**src/rtl/mdu_if.sv**
```systemverilog
// mdu_if: request/response bundle between the execute-stage control and the
// iterative multiply/divide unit.
//   master : drives start, op, a, b, hi_we, lo_we, wdata; observes results.
//   slave  : the unit itself; drives busy, done, hi, lo, dz.
// Signals:
//   start  request pulse, sampled only while the unit is idle
//   op     00 MULT, 01 MULTU, 10 DIV, 11 DIVU
//   a, b   rs / rt operands
//   hi_we, lo_we, wdata  MTHI/MTLO write port
//   busy   operation in flight
//   done   one-cycle pulse when hi/lo are updated
//   hi, lo HI/LO registers
//   dz     divide-by-zero flag of the last completed operation
interface mdu_if #(
    parameter int unsigned WIDTH = 32
);
    logic             start;
    logic [1:0]       op;
    logic [WIDTH-1:0] a;
    logic [WIDTH-1:0] b;
    logic             hi_we;
    logic             lo_we;
    logic [WIDTH-1:0] wdata;
    logic             busy;
    logic             done;
    logic [WIDTH-1:0] hi;
    logic [WIDTH-1:0] lo;
    logic             dz;

    modport master (
        output start, op, a, b, hi_we, lo_we, wdata,
        input  busy, done, hi, lo, dz
    );

    modport slave (
        input  start, op, a, b, hi_we, lo_we, wdata,
        output busy, done, hi, lo, dz
    );
endinterface

```
**src/rtl/mdu_iter.sv**
```systemverilog
// mdu_iter: multi-cycle multiply/divide unit owning the HI/LO register pair.
// Radix-2 shift-add multiply and restoring divide on operand magnitudes, with
// the result sign applied in a final FIX cycle.
// Ports:
//   clk  rising-edge clock
//   rst  asynchronous active-high reset; aborts any operation, clears HI/LO
//   bus  mdu_if.slave (start/op/a/b/hi_we/lo_we/wdata in; busy/done/hi/lo/dz out)
// Timing: start accepted at edge k, iterations at k+1..k+ITER, results and a
// one-cycle done pulse at edge k+ITER+1. A new start is accepted while done is high.
// Optional build macro MDU_ZERO_SKIP_EN: a multiply with a zero operand or a
// divide by zero goes straight to FIX, so done follows one cycle after start.
module mdu_iter #(
    parameter int unsigned WIDTH = 32,
    parameter int unsigned ITER  = 32  // must equal WIDTH: one quotient/product bit per cycle
) (
    input logic  clk,
    input logic  rst,
    mdu_if.slave bus
);
    localparam int unsigned CW = $clog2(ITER + 1);
    localparam logic [WIDTH-1:0]   ONE  = WIDTH'(1);
    localparam logic [2*WIDTH-1:0] ONE2 = (2*WIDTH)'(1);

    typedef enum logic [1:0] {StIdle, StCalc, StFix} state_e;

    state_e             state;
    logic [CW-1:0]      cnt;
    // Multiply: {partial product, remaining multiplier bits}.
    // Divide:   {partial remainder, dividend bits / quotient bits}.
    logic [2*WIDTH-1:0] acc;
    logic [WIDTH-1:0]   opnd;      // multiplicand or divisor magnitude
    logic               is_div;
    logic               neg_q;     // negate product / quotient in FIX
    logic               neg_r;     // negate remainder in FIX
    logic               div_zero;
    logic               busy_r;
    logic               done_r;
    logic               dz_r;
    logic [WIDTH-1:0]   hi_r;
    logic [WIDTH-1:0]   lo_r;

    assign bus.busy = busy_r;
    assign bus.done = done_r;
    assign bus.hi   = hi_r;
    assign bus.lo   = lo_r;
    assign bus.dz   = dz_r;

    // Latch-time operand decode
    logic             signed_op;
    logic             op_div;
    logic [WIDTH-1:0] mag_a;
    logic [WIDTH-1:0] mag_b;
    logic             skip;

    always_comb begin
        signed_op = ~bus.op[0];
        op_div    = bus.op[1];
        mag_a     = (signed_op && bus.a[WIDTH-1]) ? (~bus.a + ONE) : bus.a;
        mag_b     = (signed_op && bus.b[WIDTH-1]) ? (~bus.b + ONE) : bus.b;
`ifdef MDU_ZERO_SKIP_EN
        skip      = op_div ? (bus.b == '0) : ((bus.a == '0) || (bus.b == '0));
`else
        skip      = 1'b0;
`endif
    end

    // One iteration of either datapath
    logic [WIDTH:0]     mul_sum;
    logic [WIDTH:0]     rem_shift;
    logic [WIDTH+1:0]   diff;
    logic [2*WIDTH-1:0] acc_iter;
    logic               unused_diff_msb;

    always_comb begin
        mul_sum   = {1'b0, acc[2*WIDTH-1:WIDTH]} + (acc[0] ? {1'b0, opnd} : '0);
        rem_shift = {acc[2*WIDTH-1:WIDTH], acc[WIDTH-1]};
        // Extra guard bit so a zero divisor never reports a borrow; the
        // remainder then collects the whole dividend.
        diff      = {1'b0, rem_shift} - {2'b00, opnd};
        if (is_div) begin
            if (diff[WIDTH+1]) begin
                acc_iter = {rem_shift[WIDTH-1:0], acc[WIDTH-2:0], 1'b0};
            end else begin
                acc_iter = {diff[WIDTH-1:0], acc[WIDTH-2:0], 1'b1};
            end
        end else begin
            acc_iter = {mul_sum, acc[WIDTH-1:1]};
        end
    end

    // Bit WIDTH of diff is only meaningful through the borrow bit above it.
    assign unused_diff_msb = diff[WIDTH];

    // Sign fix-up applied in FIX
    logic [2*WIDTH-1:0] prod_fix;
    logic [WIDTH-1:0]   quo_fix;
    logic [WIDTH-1:0]   rem_fix;

    always_comb begin
        prod_fix = neg_q ? (~acc + ONE2) : acc;
        // Divide by zero: all-ones quotient; the remainder already holds |A|
        // and the dividend-sign fix restores the original A.
        quo_fix  = div_zero ? '1 : (neg_q ? (~acc[WIDTH-1:0] + ONE) : acc[WIDTH-1:0]);
        rem_fix  = neg_r ? (~acc[2*WIDTH-1:WIDTH] + ONE) : acc[2*WIDTH-1:WIDTH];
    end

    always_ff @(posedge clk or posedge rst) begin
        if (rst) begin
            state    <= StIdle;
            cnt      <= '0;
            acc      <= '0;
            opnd     <= '0;
            is_div   <= 1'b0;
            neg_q    <= 1'b0;
            neg_r    <= 1'b0;
            div_zero <= 1'b0;
            busy_r   <= 1'b0;
            done_r   <= 1'b0;
            dz_r     <= 1'b0;
            hi_r     <= '0;
            lo_r     <= '0;
        end else begin
            done_r <= 1'b0;
            unique case (state)
                StIdle: begin
                    if (bus.start) begin
                        // start wins over a simultaneous MTHI/MTLO
                        busy_r   <= 1'b1;
                        is_div   <= op_div;
                        neg_q    <= signed_op & (bus.a[WIDTH-1] ^ bus.b[WIDTH-1]);
                        neg_r    <= signed_op & op_div & bus.a[WIDTH-1];
                        div_zero <= op_div & (bus.b == '0);
                        opnd     <= op_div ? mag_b : mag_a;
                        cnt      <= CW'(ITER);
                        if (skip) begin
                            // Preload the magnitude result the iterations would produce
                            acc   <= op_div ? {mag_a, {WIDTH{1'b1}}} : '0;
                            state <= StFix;
                        end else begin
                            acc   <= op_div ? {{WIDTH{1'b0}}, mag_a} : {{WIDTH{1'b0}}, mag_b};
                            state <= StCalc;
                        end
                    end else begin
                        if (bus.hi_we) begin
                            hi_r <= bus.wdata;
                        end
                        if (bus.lo_we) begin
                            lo_r <= bus.wdata;
                        end
                    end
                end
                StCalc: begin
                    acc <= acc_iter;
                    cnt <= cnt - CW'(1);
                    if (cnt == CW'(1)) begin
                        state <= StFix;
                    end
                end
                StFix: begin
                    if (is_div) begin
                        hi_r <= rem_fix;
                        lo_r <= quo_fix;
                    end else begin
                        hi_r <= prod_fix[2*WIDTH-1:WIDTH];
                        lo_r <= prod_fix[WIDTH-1:0];
                    end
                    dz_r   <= div_zero;
                    done_r <= 1'b1;
                    busy_r <= 1'b0;
                    cnt    <= '0;
                    state  <= StIdle;
                end
                default: begin
                    state <= StIdle;
                end
            endcase
        end
    end
endmodule

```
**src/flat_wrapper.sv**
```systemverilog
// flat-port wrapper written by rule: the top's interface ports become plain ports
module mdu_iter_flat 
#(
    parameter int unsigned WIDTH = 32,
    parameter int unsigned ITER  = 32                                                         
)
  (clk, rst, bus_start, bus_op, bus_a, bus_b, bus_hi_we, bus_lo_we, bus_wdata, bus_busy, bus_done, bus_hi, bus_lo, bus_dz);
  mdu_if #(.WIDTH(WIDTH)) bus_i ();
  input logic clk;
  input logic rst;
  input wire logic [$bits(bus_i.start)-1:0] bus_start;
  input wire logic [$bits(bus_i.op)-1:0] bus_op;
  input wire logic [$bits(bus_i.a)-1:0] bus_a;
  input wire logic [$bits(bus_i.b)-1:0] bus_b;
  input wire logic [$bits(bus_i.hi_we)-1:0] bus_hi_we;
  input wire logic [$bits(bus_i.lo_we)-1:0] bus_lo_we;
  input wire logic [$bits(bus_i.wdata)-1:0] bus_wdata;
  output wire logic [$bits(bus_i.busy)-1:0] bus_busy;
  output wire logic [$bits(bus_i.done)-1:0] bus_done;
  output wire logic [$bits(bus_i.hi)-1:0] bus_hi;
  output wire logic [$bits(bus_i.lo)-1:0] bus_lo;
  output wire logic [$bits(bus_i.dz)-1:0] bus_dz;
  assign bus_i.start = bus_start;
  assign bus_i.op = bus_op;
  assign bus_i.a = bus_a;
  assign bus_i.b = bus_b;
  assign bus_i.hi_we = bus_hi_we;
  assign bus_i.lo_we = bus_lo_we;
  assign bus_i.wdata = bus_wdata;
  assign bus_busy = bus_i.busy;
  assign bus_done = bus_i.done;
  assign bus_hi = bus_i.hi;
  assign bus_lo = bus_i.lo;
  assign bus_dz = bus_i.dz;
  mdu_iter #(.WIDTH(WIDTH), .ITER(ITER)) u_core (.clk(clk), .rst(rst), .bus(bus_i));
endmodule
```
**config.mk**
```make
export PLATFORM = sky130hd
export DESIGN_NAME = mdu_iter_flat
export DESIGN_NICKNAME = d
export VERILOG_FILES = /design/src/rtl/mdu_if.sv /design/src/rtl/mdu_iter.sv /design/src/flat_wrapper.sv
export SDC_FILE = /design/constraint.sdc
export NUM_CORES = 1
export LEC_CHECK = 0
export CORE_UTILIZATION = 58
export DETAILED_ROUTE_END_ITERATION = 7
export PLACE_DENSITY = 0.88
export SETUP_SLACK_MARGIN = 0.5
export SYNTH_ARGS = -nofsm -noshare
export SYNTH_HDL_FRONTEND = slang
export SYNTH_SLANG_ARGS = --single-unit
```
**constraint.sdc**
```tcl
create_clock -name clk -period 7.1 [get_ports clk]
set_clock_uncertainty 0.2 [all_clocks]
set_input_delay 1.775 -clock clk [delete_from_list [all_inputs] [get_ports clk]]
set_output_delay 1.775 -clock clk [all_outputs]
set_load 0.01 [all_outputs]
```
==> results by stage <==
Critical path:
- The path type of the worst setup path is register to register.
- The cell family contributing the most delay on the critical path is compound AO/OA/AOI/OAI gates.
- In this design, the stage delay of the slowest critical-path cell is between 800 and 900 ps.
- The arrival time of the worst setup path is 4940 ps.
- Traced cell by cell, the critical path runs through inv_1 -> nor2_1 -> ha_1 -> a21oi_1 -> o21ai_0 -> a2111oi_0 -> a211oi_1 -> a21oi_1 -> o21ai_0 -> a311oi_1 -> xor2_1 -> o221ai_1.
- STA classifies the critical path startpoint as a register.
- The peak fanout along the critical path is 32.
- For flop-to-flop paths, the worst setup slack is 2240 ps.
- The total buffers and inverters traversed by the critical path is 1.
- In this run the critical register-to-register path is launched from u_core.acc[0]$_DFFE_PP0P_.
- The kind of end point of the critical path is a register.
- The startpoint of the worst setup timing path is u_core.acc[0]$_DFFE_PP0P_.
- The endpoint required time on the critical path is between 7000 and 8000 ps.
- The slowest stage of the critical path belongs to the cell sky130_fd_sc_hd__inv_1.

STA:
- The count of final hold-check violations is 0.
- Setup repair after global routing left no endpoint under its margin.
- The final cycle utilization of the critical path is 0.684.
- The clock period could shrink to slightly below 5000 ps.
- Setup violations remaining at the end of the flow were counted as 0.
- In the final timing run, aggregate negative setup slack is 0 ps.
- The final count of pins violating max slew is 0.
- The relative max-transition margin is 0.147.
- Timing would allow up to 206 MHz.
- The worst-margin pin slew is about 1300 ps.

Yosys:
- Counting flops with an async set or reset pin after synthesis yields a share of 1.00.
- The number of distinct library cells after synthesis is between 80 and 90.
- The post-synthesis area per instance is 7.84 µm².
- The net count of the mapped netlist is between 2k and 2.5k.
- The adder-cell share of the synthesized area is 0.0646.
- In this run, synthesis inferred 0 flip-flops with an integrated enable.
- Of the total synthesized cell area, the portion taken by XOR and XNOR cells is 0.0978.
- The fraction of the mapped netlist area in compound gates is 0.264.
- The dominant combinational cell family by area after synthesis is compound AO/OA/AOI/OAI gates.
- Of the total synthesized cell area, the portion taken by AND, OR, NAND and NOR gates is 0.192.
- Yosys printed 0 warnings.
- The area of the mapped netlist is around 15000 µm².
- In this run, synthesis produced a sequential element count of approximately 180.
- Measured against the total synthesized area, the mux share comes to 0.0402.
- The sequential element share of the synthesized area is 0.293.
- After technology mapping, the gate count stands at between 1.5k and 2k.
- The leading register cell type out of synthesis is sky130_fd_sc_hd__dfrtp_1.

Clock network:
- The number of buffers created by CTS is 17.
- The cell sitting at the root of the clock tree is a sky130_fd_sc_hd__clkbuf_16.
- The setup fix buffers added after clock tree synthesis is 0.
- The number of buffers on the longest clock path is 2.
- The H-tree generated during clock tree synthesis spans 4 levels.
- The clock input transition at the sequential cells of the worst setup and hold paths is about 80 ps.
- Hold repair after CTS inserted 0 buffers.
- For the worst-skew pair, the clock arrives at the later sink with an insertion delay of about 450 ps.
- Counting every sink on the clock net gives between 150 and 200.
- The number of resized instances in the post-cts repair step is 0.
- TritonCTS built the clock tree.

Pwr:
- The power density over cell area is 484 nW/µm².
- The analysis attributes to cell leakage a power of ~0.0072 µW.
- The worst IR drop on VDD is between 200 and 250 µV.

Final layout:
- 0 antenna diodes ended up in the layout.
- In the final layout, the share of cells above drive strength 1 is 0.0481.
- The final instance area is about 17000 µm².
- Relative to the synthesized area, the layout overhead comes to 16.0%.
- The count of nets after finishing is about 2.2k.
- In the layout the commonest cells are 207 x sky130_fd_sc_hd__nand2_1, 198 x sky130_fd_sc_hd__o21ai_0, 189 x sky130_fd_sc_hd__nor2_1, 189 x sky130_fd_sc_hd__a21oi_1, 174 x sky130_fd_sc_hd__dfrtp_1.
- The most common cell after layout, fill and taps aside is sky130_fd_sc_hd__nand2_1.
- The finished layout holds ~2.3k standard cells, fillers aside.

Route:
- The routed design has ~50000 µm of wire.
- The via density per instance is 6.57.
- The first TritonRoute pass finished after 6 iterations.
- Once detail routing completed, the nets flagged for antenna violations numbered 0.
- The average wire length per cell after detail routing is between 20 and 25 µm.
- The total number of vias is between 15k and 20k.
- For this block, the initial DRC count from the detailed router was between 1.5k and 2k.
- The residual DRC count is 0.

Floorplanning:
- The x dimension of the die is 163 µm.
- Pin placement for this block handled between 150 and 200 I/O pins.
- The die covers 26400 µm².
- The effective utilization at floorplan is 0.592.
- In this run the vertical extent of the chip is 163 µm.
- The core region is ~25000 µm².
- In this run the core area contains between 50 and 60 standard-cell rows.

Global routing:
- The first global-routing pass estimated approximately 77000 µm of wire.
- The final global-route overflow total is 0.
- The pin count of the biggest net entering global routing is 176.
- The number of antenna violations at the first check in global routing is 0.
- The via count of the first global-routing pass is ~14k.
- For this run, the total global-route usage over all layers was measured as 0.373.

Job:
- The tool flagged a number of max-cap violations equal to 0.

Placement:
- Detailed placement finished with a half-perimeter wire length of approximately 38000 µm.
- The number of cells after detailed placement is 2314.
- Routability-driven placement finished with a final weighted congestion of about 0.97.
- Buffers placed on the I/O ports in this run total 169.
- After detailed placement, the total cell area comes to between 15000 and 20000 µm².

Worst hold path:
- The worst hold path class is register to register.
- The worst hold path startpoint is u_core.bus.hi[29]$_DFFE_PP0P_.

Run status:
- The run finished with clean final reports.
==> final cells by class <==
cell class | count | area (µm²)
clock inverters | 15 | 164
multi-input cells | 1555 | 9890
clock buffers | 17 | 425
well taps | 330 | 413
repair buffers | 184 | 1810
inverters | 70 | 267
fillers | 2079 | 7900
flip-flops and latches | 175 | 4380
==> through the flow <==
stage                     worst slack [ps]  hold WS, ps   util  power, µW
after floorplan                       2890          239      -       5620
after global placement                2170          255  0.664       7130
after detailed placement              2110          269  0.664       7260
after CTS                             2480          286  0.687       8250
after global routing                  1880          305  0.687       8960
final                                 2240          283  0.687       8400
==> logic make-up (layout without fill, tap and decap cells) <==
logic type,after synthesis,count (layout)
AOI/OAI and AO/OA,647,647
and+or+nand+nor,607,607
buffers and inverters,178,286
DFF,175,175
xor gates and xnor gates,167,167
adders and majority gates,76,76
muxes,58,58
==> state kept, by name, summed over array words and instances, names as in the netlist <==
signal and cells:
u_core.bus.hi 32, u_core.acc 64, u_core.state 2, u_core.neg_q 1
u_core.cnt 6, u_core.is_div 1, u_core.bus.busy 1, u_core.bus.dz 1
u_core.neg_r 1, u_core.bus.done 1, u_core.opnd 32, u_core.bus.lo 32
u_core.div_zero 1
==> metal layers <==
layer,global-route usage,routed length (µm),vias to the layer above
met1,0.518,20300,7250
met4,0.183,2300,0
met5,0,0,-
met2,0.573,21600,933
li1,-,-,7089
met3,0.0484,5040,134
==> worst paths after layout <==
kind / depth (start not counted) / to
worst min-delay path: 2 / u_core.bus.hi[29]$_DFFE_PP0P_
worst min register to register: 2 / u_core.bus.hi[29]$_DFFE_PP0P_
worst max-delay path: 12 / u_core.acc[58]$_DFFE_PP0P_
min in group asynchronous: 3 / u_core.bus.lo[10]$_DFFE_PP0P_
max in group asynchronous: 3 / u_core.is_div$_DFFE_PP0P_
worst max register to register: 12 / u_core.acc[58]$_DFFE_PP0P_
==> report_power, final <==
group / internal (µW) / switching [µW] / total (µW)
registers: 1450 / 636 / 2090
logic: 2190 / 3160 / 5360
clock network: 476 / 483 / 959
total: 4120 / 4280 / 8400
==> cells in the mapped netlist (6+ instances only) <==
master | count | area share
sky130_fd_sc_hd__nand2_1 | 208 | 0.052
sky130_fd_sc_hd__and2_1 | 8 | 0.0033
sky130_fd_sc_hd__nand3_1 | 23 | 0.0077
sky130_fd_sc_hd__mux2_2 | 16 | 0.012
sky130_fd_sc_hd__xnor2_1 | 96 | 0.056
sky130_fd_sc_hd__a21o_1 | 31 | 0.016
sky130_fd_sc_hd__ha_1 | 74 | 0.062
sky130_fd_sc_hd__or3_1 | 20 | 0.0084
sky130_fd_sc_hd__xor2_1 | 71 | 0.042
sky130_fd_sc_hd__o22ai_1 | 26 | 0.011
sky130_fd_sc_hd__clkbuf_1 | 91 | 0.023
sky130_fd_sc_hd__buf_1 | 7 | 0.0018
sky130_fd_sc_hd__or4_1 | 12 | 0.0060
sky130_fd_sc_hd__o21ai_0 | 198 | 0.066
sky130_fd_sc_hd__o221ai_1 | 8 | 0.0047
sky130_fd_sc_hd__o21ai_1 | 9 | 0.0030
sky130_fd_sc_hd__nor3_1 | 43 | 0.014
sky130_fd_sc_hd__o21a_1 | 11 | 0.0055
sky130_fd_sc_hd__a31oi_1 | 14 | 0.0059
sky130_fd_sc_hd__inv_1 | 69 | 0.017
sky130_fd_sc_hd__mux2i_1 | 42 | 0.028
sky130_fd_sc_hd__nor2b_1 | 16 | 0.0067
sky130_fd_sc_hd__o21bai_1 | 6 | 0.0030
sky130_fd_sc_hd__nand4_1 | 18 | 0.0075
sky130_fd_sc_hd__nor4_1 | 15 | 0.0063
sky130_fd_sc_hd__a211oi_1 | 31 | 0.016
sky130_fd_sc_hd__o31ai_1 | 25 | 0.013
sky130_fd_sc_hd__dfrtp_1 | 175 | 0.29
sky130_fd_sc_hd__o211ai_1 | 18 | 0.0090
sky130_fd_sc_hd__a21oi_1 | 191 | 0.064
sky130_fd_sc_hd__o41ai_1 | 14 | 0.0082
sky130_fd_sc_hd__nand2b_1 | 18 | 0.0075
sky130_fd_sc_hd__a22oi_1 | 18 | 0.0090
sky130_fd_sc_hd__nor2_1 | 190 | 0.048
==> worst min-delay path, stage by stage (launching register included) <==
cell,delay (ps)
sky130_fd_sc_hd__dfrtp_1,340
sky130_fd_sc_hd__nand2_1,50
sky130_fd_sc_hd__o21ai_0,60
No activity file was read; power rests on OpenSTA's default activity.
